===== src/rtl/pipe_hazard_ctrl.sv =====
// Stall/flush sequencer for the 5-stage pipeline: load-use stalls, branch flushes,
// data-memory wait freezes with timeout, and saturating stall/flush counters.
module pipe_hazard_ctrl #(
  parameter int unsigned MEM_TIMEOUT = 15,
  parameter int unsigned CNT_W       = 16
) (
  input  logic             clk,
  input  logic             rst,
  input  logic [2:0]       id_rs,
  input  logic [2:0]       id_rt,
  input  logic             id_uses_rs,
  input  logic             id_uses_rt,
  input  logic             exe_memRd,
  input  logic [2:0]       exe_rd,
  input  logic             br_taken,
  input  logic             mem_req,
  input  logic             mem_ack,
  output logic             pc_en,
  output logic             if_id_en,
  output logic             if_id_flush,
  output logic             id_exe_en,
  output logic             id_exe_flush,
  output logic             exe_mem_en,
  output logic             mem_wb_flush,
  output logic [CNT_W-1:0] stall_cnt,
  output logic [CNT_W-1:0] flush_cnt,
  output logic             mem_err
);

  localparam int unsigned     WAIT_W     = (MEM_TIMEOUT < 2) ? 1 : $clog2(MEM_TIMEOUT + 1);
  localparam logic [WAIT_W-1:0] TIMEOUT_V = WAIT_W'(MEM_TIMEOUT);
  localparam logic [WAIT_W-1:0] WAIT_MAX  = '1;
  localparam logic [CNT_W-1:0]  CNT_MAX   = '1;
  localparam bit                TIMEOUT_EN = (MEM_TIMEOUT != 0);

  typedef enum logic [1:0] {
    ST_RUN      = 2'd0,
    ST_MEM_WAIT = 2'd1,
    ST_ERR      = 2'd2
  } state_t;

  state_t            state_q, state_d;
  logic [WAIT_W-1:0] wait_cnt_q, wait_cnt_d;
  logic [CNT_W-1:0]  stall_cnt_q, stall_cnt_d;
  logic [CNT_W-1:0]  flush_cnt_q, flush_cnt_d;
  logic              mem_err_q, mem_err_d;
  logic              lu, freeze;

  always_ff @(posedge clk or posedge rst) begin
    if (rst) begin
      state_q     <= ST_RUN;
      wait_cnt_q  <= '0;
      stall_cnt_q <= '0;
      flush_cnt_q <= '0;
      mem_err_q   <= 1'b0;
    end else begin
      state_q     <= state_d;
      wait_cnt_q  <= wait_cnt_d;
      stall_cnt_q <= stall_cnt_d;
      flush_cnt_q <= flush_cnt_d;
      mem_err_q   <= mem_err_d;
    end
  end

  always_comb begin
    state_d      = state_q;
    wait_cnt_d   = wait_cnt_q;
    mem_err_d    = mem_err_q;
    stall_cnt_d  = stall_cnt_q;
    flush_cnt_d  = flush_cnt_q;
    pc_en        = 1'b0;
    if_id_en     = 1'b0;
    if_id_flush  = 1'b0;
    id_exe_en    = 1'b0;
    id_exe_flush = 1'b0;
    exe_mem_en   = 1'b0;
    mem_wb_flush = 1'b0;

    lu = exe_memRd & ((id_uses_rs & (id_rs == exe_rd)) | (id_uses_rt & (id_rt == exe_rd)));
    freeze = ((state_q == ST_RUN) & mem_req & ~mem_ack)
           | ((state_q == ST_MEM_WAIT) & ~mem_ack)
           | (state_q == ST_ERR);

    // Priority: memory freeze, then branch squash (which also kills any load-use), then load-use.
    if (!rst) begin
      if (freeze) begin
        mem_wb_flush = 1'b1;
      end else if (br_taken) begin
        pc_en        = 1'b1;
        if_id_en     = 1'b1;
        id_exe_en    = 1'b1;
        exe_mem_en   = 1'b1;
        if_id_flush  = 1'b1;
        id_exe_flush = 1'b1;
      end else if (lu) begin
        id_exe_en    = 1'b1;
        id_exe_flush = 1'b1;
        exe_mem_en   = 1'b1;
      end else begin
        pc_en        = 1'b1;
        if_id_en     = 1'b1;
        id_exe_en    = 1'b1;
        exe_mem_en   = 1'b1;
      end
    end

    case (state_q)
      ST_RUN: begin
        if (mem_req && !mem_ack) begin
          state_d    = ST_MEM_WAIT;
          wait_cnt_d = WAIT_W'(1);
        end
      end
      ST_MEM_WAIT: begin
        if (mem_ack) begin
          state_d    = ST_RUN;
          wait_cnt_d = '0;
        end else if (TIMEOUT_EN && (wait_cnt_q == TIMEOUT_V)) begin
          state_d   = ST_ERR;
          mem_err_d = 1'b1;
        end else if (wait_cnt_q != WAIT_MAX) begin
          wait_cnt_d = wait_cnt_q + WAIT_W'(1);
        end
      end
      ST_ERR:  state_d = ST_ERR;
      default: state_d = ST_RUN;
    endcase

    if (!pc_en && !rst && (stall_cnt_q != CNT_MAX))
      stall_cnt_d = stall_cnt_q + CNT_W'(1);
    if (!freeze && br_taken && !rst && (flush_cnt_q != CNT_MAX))
      flush_cnt_d = flush_cnt_q + CNT_W'(1);
  end

  assign stall_cnt = stall_cnt_q;
  assign flush_cnt = flush_cnt_q;
  assign mem_err   = mem_err_q;

endmodule


===== config.mk =====
export PLATFORM = sky130hd
export DESIGN_NAME = pipe_hazard_ctrl
export DESIGN_NICKNAME = d
export VERILOG_FILES = /design/src/rtl/pipe_hazard_ctrl.sv
export SDC_FILE = /design/constraint.sdc
export NUM_CORES = 1
export LEC_CHECK = 0
export CAP_MARGIN = 15
export CORE_MARGIN = 2
export CORE_UTILIZATION = 51
export DETAILED_ROUTE_END_ITERATION = 10
export PLACE_DENSITY = 0.9
export SLEW_MARGIN = 20
export SYNTH_ARGS = -nofsm -noshare
export SYNTH_HDL_FRONTEND = slang
export SYNTH_SLANG_ARGS = --single-unit

===== constraint.sdc =====
create_clock -name clk -period 4.99 [get_ports clk]
set_input_delay 0.998 -clock clk [delete_from_list [all_inputs] [get_ports clk]]
set_output_delay 0.998 -clock clk [all_outputs]
set_load 0.005 [all_outputs]

# Yosys cells after proc, flatten, opt, wreduce, memory -nomap -nowiden
# Index checks and enable logic that the tools add are counted.
# Widths: inputs -> output; s select.
# totals
reg_bits,39
out_inout_bits,40
# op_classes
n_eq_ne,12
n_addsub,3
n_mux,24
reduce_logical,15
bitwise,10
# op_table
op,count
$add 16x1->16 const B,2
$ne 16x16->1 const B,2
$mux 4,4
$mux 1,15
$pmux 4 s2,1
$and 1x1->1,6
$eq 3x3->1,2
$logic_and 1x1->1,6
$mux 2,3
$ne 3x2->1 const B,2
$pmux 2 s3,1
$add 4x1->4 const B,1
$eq 4x4->1 const B,1
$logic_not 1->1,4
$ne 4x4->1 const B,1
$reduce_and 4->1,1
$ne 3x3->1 const B,1
$or 1x1->1,3
$reduce_and 3->1,1
$eq 2x1->1 const B,1
$eq 2x2->1 const B,1
$logic_not 2->1,1
$ne 2x1->1 const B,1
$reduce_and 2->1,1
2 further kinds,2

# Logic depth before layout (Yosys ltp)
# depth
word_depth,11
ltp_mapped,8

# Least setup slack after synthesis
# No wires, ideal clock.
# synth_timing
path_type,in2out
startpoint,input mem_req
endpoint,output pc_en
slack_ns,1.967
arrival_ns,2.025
n_path_buf,1
required_time_ns,3.992
path_stages,4
path_cell_list,or2_4 -> a211oi_4 -> a21boi_0 -> buf_4
# synth_via
elab_chain_len,6
# synth_lines
item,line_no,text
"start, declared",16,"input logic mem_req,"
$and 1x1->1 (2 in a row),80,freeze = ((state_q == ST_RUN) & mem_req & ~mem_ack)
$or 1x1->1,81,| ((state_q == ST_MEM_WAIT) & ~mem_ack)
$or 1x1->1,82,| (state_q == ST_ERR);
$mux 1 (2 in a row),--,
"end, declared",18,"output logic pc_en,"
# No other way between the ends.

# Worst setup path after layout
# layout_timing
startpoint,input mem_ack
endpoint,output if_id_en
# layout_via
elab_chain_len,6
word_cells_on_any_way,7
# layout_lines
item,line_no,text
"start, declared",17,"input logic mem_ack,"
$not 1->1 (no line) *,--,
$and 1x1->1 (on tied branches),"80, 81",
$or 1x1->1 *,81,
$or 1x1->1 *,82,
$mux 1 *,86,if (freeze) begin
$mux 1 *,85,if (!rst) begin
"end, declared",19,"output logic if_id_en,"
# Every way passes the cells marked *; elsewhere a longest branch is shown, timed or not.

==> metrics.md <==
| Metric | Value |
|---|---|
| Final max-slew violation count | `0` |
| Slew HR | `40.01%` |
| CP most frequent cell | `clkdlybuf4s50_1` |
| I/O Buffers | `56` |
| Syn Inst Count | `186` |
| Crit path arrival time | `2980 ps` |
| WL/cell | `13.65 µm` |
| Chip Height | `66.56 µm` |
| Final worst-path cycle share | `79.65%` |
| Slew @ Worst Pin | `899.8 ps` |
| Min-Delay Path Class | `flip-flop to flip-flop` |
| Site Rows | `22` |
| Most common cell after layout, fill and taps aside | `clkdlybuf4s50_1` |
| Achievable clock frequency | `251.6 MHz` |
| Design Area, Final | `2693 µm²` |
| Root buffer cell | `clkbuf_8` |
| Starting density of the core | `53.70%` |
| Clock Latency Late Sink | `280 ps` |
| Overflow after GRT | `0` |
| Post-route ant nets | `0` |
| TritonCTS clock tree | `built` |
| Required @ worst endpoint | `3990 ps` |
| First-pass GRT wire length | `6900 µm` |
| Non-filler cells, final | `294` |
| Hold-fix buffers, CTS | `0` |
| DP Area | `2590 µm²` |
| Vias | `1,563` |
| Pleak | `1.144 nW` |
| Post-synth EDFFs | `0` |
| Critical Path, Cell by Cell | `clkdlybuf4s50_1 -> nor2_1 -> a211oi_4 -> a21boi_0 -> clkdlybuf4s50_1` |
| 1st-iter DRT viols | `67` |
| Core Footprint | `3716 µm²` |
| Highest-delay cell along the critical path | `clkdlybuf4s50_1` |
| Final Critical Period | `3975 ps` |
| Residual DRC | `0` |
| Fraction of layout cells with a size suffix above 1 | `6.911%` |
| Synth Cell Area | `1996 µm²` |
| Cell Pwr Density | `326.2 nW/µm²` |
| Clk pin slew, worst setup/hold paths | `70 ps` |
| Total Power | `0.8785 mW` |
| CP Launch Type | `input pin` |
| DIE AREA | `4430 µm²` |
| Crit Path Class | `input pin to output port` |
| Total GRT Usage | `20.43%` |
| CTS max path bufs | `2` |
| Register area share after synthesis | `48.90%` |
| Crit path max fanout | `6` |
| Nets | `266` |
| Max-cap violations | `0` |
| Vias in the first global route | `1,594` |
| Synth Warn # | `0` |
| Crit path largest cell delay | `570 ps` |
| Dpl hpwl | `3050 µm` |
| H-tree Lvls | `2` |
| Async S/R FF share, synth | `100.0%` |
| Number of synthesized register bits | `39` |
| Prevailing post-synth register cell | `dfrtp_1` |
| Clock sink count | `39` |
| Syn_nets | `206` |
| Ports | `57` |
| Syn avg cell area | `10.73 µm²` |
| Final Wtd Congestion | `0.8263` |
| # diodes | `0` |
| Final count of hold timing violations | `0` |
| Vias per Instance | `5.316` |
| Number of antenna violations at the first check in global routing | `0` |
| Outcome | `finished clean` |
| Final Skew | `7.555 ps` |
| Final setup fails | `0` |
| DRT Pass-1 Iters | `4` |
| Synth-to-layout area growth | `34.92%` |
| Postcts setup bufs | `0` |
| Post-CTS sizing | `0` |
| Die Width | `66.56 µm` |
| CTS Buf Count | `5` |
| RSZ-0062 raised after global routing | `false` |
| Commonest non-fill, non-tap cells in the layout | `56 x clkdlybuf4s50_1, 39 x dfrtp_1, 30 x xnor2_1` |
| Setup TNS | `0 ps` |
| Largest net degree at the start of global routing | `37` |
| Worst VDD drop | `0.0002985 V` |
| Inst Count DP | `287` |
| DRT Wirelength | `4014 µm` |
| Worst setup EP type | `output port` |
| Library cells used by synthesis | `37` |
through the flow:
step,setup WS (ps),hold WS (ps),util [%]
detailed placement,1006,464.5,69.70
global placement,1099,455.7,69.70
CTS,1000,481.1,72.46
floorplan,1967,465.0,-
global route,892.0,498.7,72.46
finish,1015,478.6,72.46
layout make-up:
| class | instances | area [µm²] |
|---|---|---|
| timing repair buffer | 57 | 568.0 |
| tap | 48 | 60.06 |
| multi-input combinational | 135 | 955.9 |
| sequential | 39 | 975.9 |
| inverter | 8 | 30.03 |
| fill | 277 | 1023 |
| clock buffer | 6 | 72.57 |
| clock inverter | 1 | 30.03 |
Yosys cell counts (2+ instances only):
master	instances	area, µm²
dfrtp_1	39	975.9
xor2_1	5	43.79
buf_4	3	22.52
a41oi_1	2	17.52
o21a_1	2	15.01
xnor2_1	30	262.8
mux2_2	2	22.52
inv_1	8	30.03
or2_2	2	12.51
ha_1	3	37.54
o21ai_0	2	10.01
nand3_1	10	50.05
nand4_1	16	100.1
and3_1	10	62.56
nand2_1	16	60.06
a21oi_1	5	25.02
and4_1	2	17.52
nor3_1	3	15.01
nor2_1	8	30.03
critical path, delay by kind of cell:
| family | cells | cell delay (ps) |
|---|---|---|
| AO/OA/AOI/OAI | 2 | 710 |
| buffers and inverters | 2 | 1120 |
| AND/OR/NAND/NOR | 1 | 150 |
kinds of logic (layout without fill, tap and decap cells):
kind of cell	count (synthesis)	in the layout	share of synthesized area, %
flops	39	39	48.90
xor+xnor	35	35	15.36
compound gates	19	19	7.148
fa+ha+maj	3	3	1.881
simple gates	76	76	22.38
mux	2	2	1.128
buf+inv	12	72	3.197
flip-flops by register name, indices dropped and copies added (netlist names):
signal,flops
mem_err,1
flush_cnt,16
wait_cnt_q,4
stall_cnt,16
state_q,2
power breakdown:
part,switching (mW),internal (mW)
clock,0.100,0.146
sequential,0.0582,0.360
combinational,0.0791,0.134
layer usage:
layer  up-vias  wire (µm)  GRT usage (%)
met4         0         27          6.122
met5         -          0              0
met1       745       1775          24.62
li1        769          -              -
met3         2        237          4.899
met2        47       1974          36.00
worst paths after layout:
check	to	cells past startpoint	slack (ps)	from
worst max register to register	stall_cnt[1]	5	2650	state_q[1]
worst min-delay path	mem_err	1	480	mem_err
min in group asynchronous	state_q[1]	2	1050	rst
worst max-delay path	if_id_en	5	1020	mem_ack
worst min register to register	mem_err	1	480	mem_err
max in group asynchronous	stall_cnt[13]	3	3280	rst
Note: power is estimated with default switching activity, not from simulation.
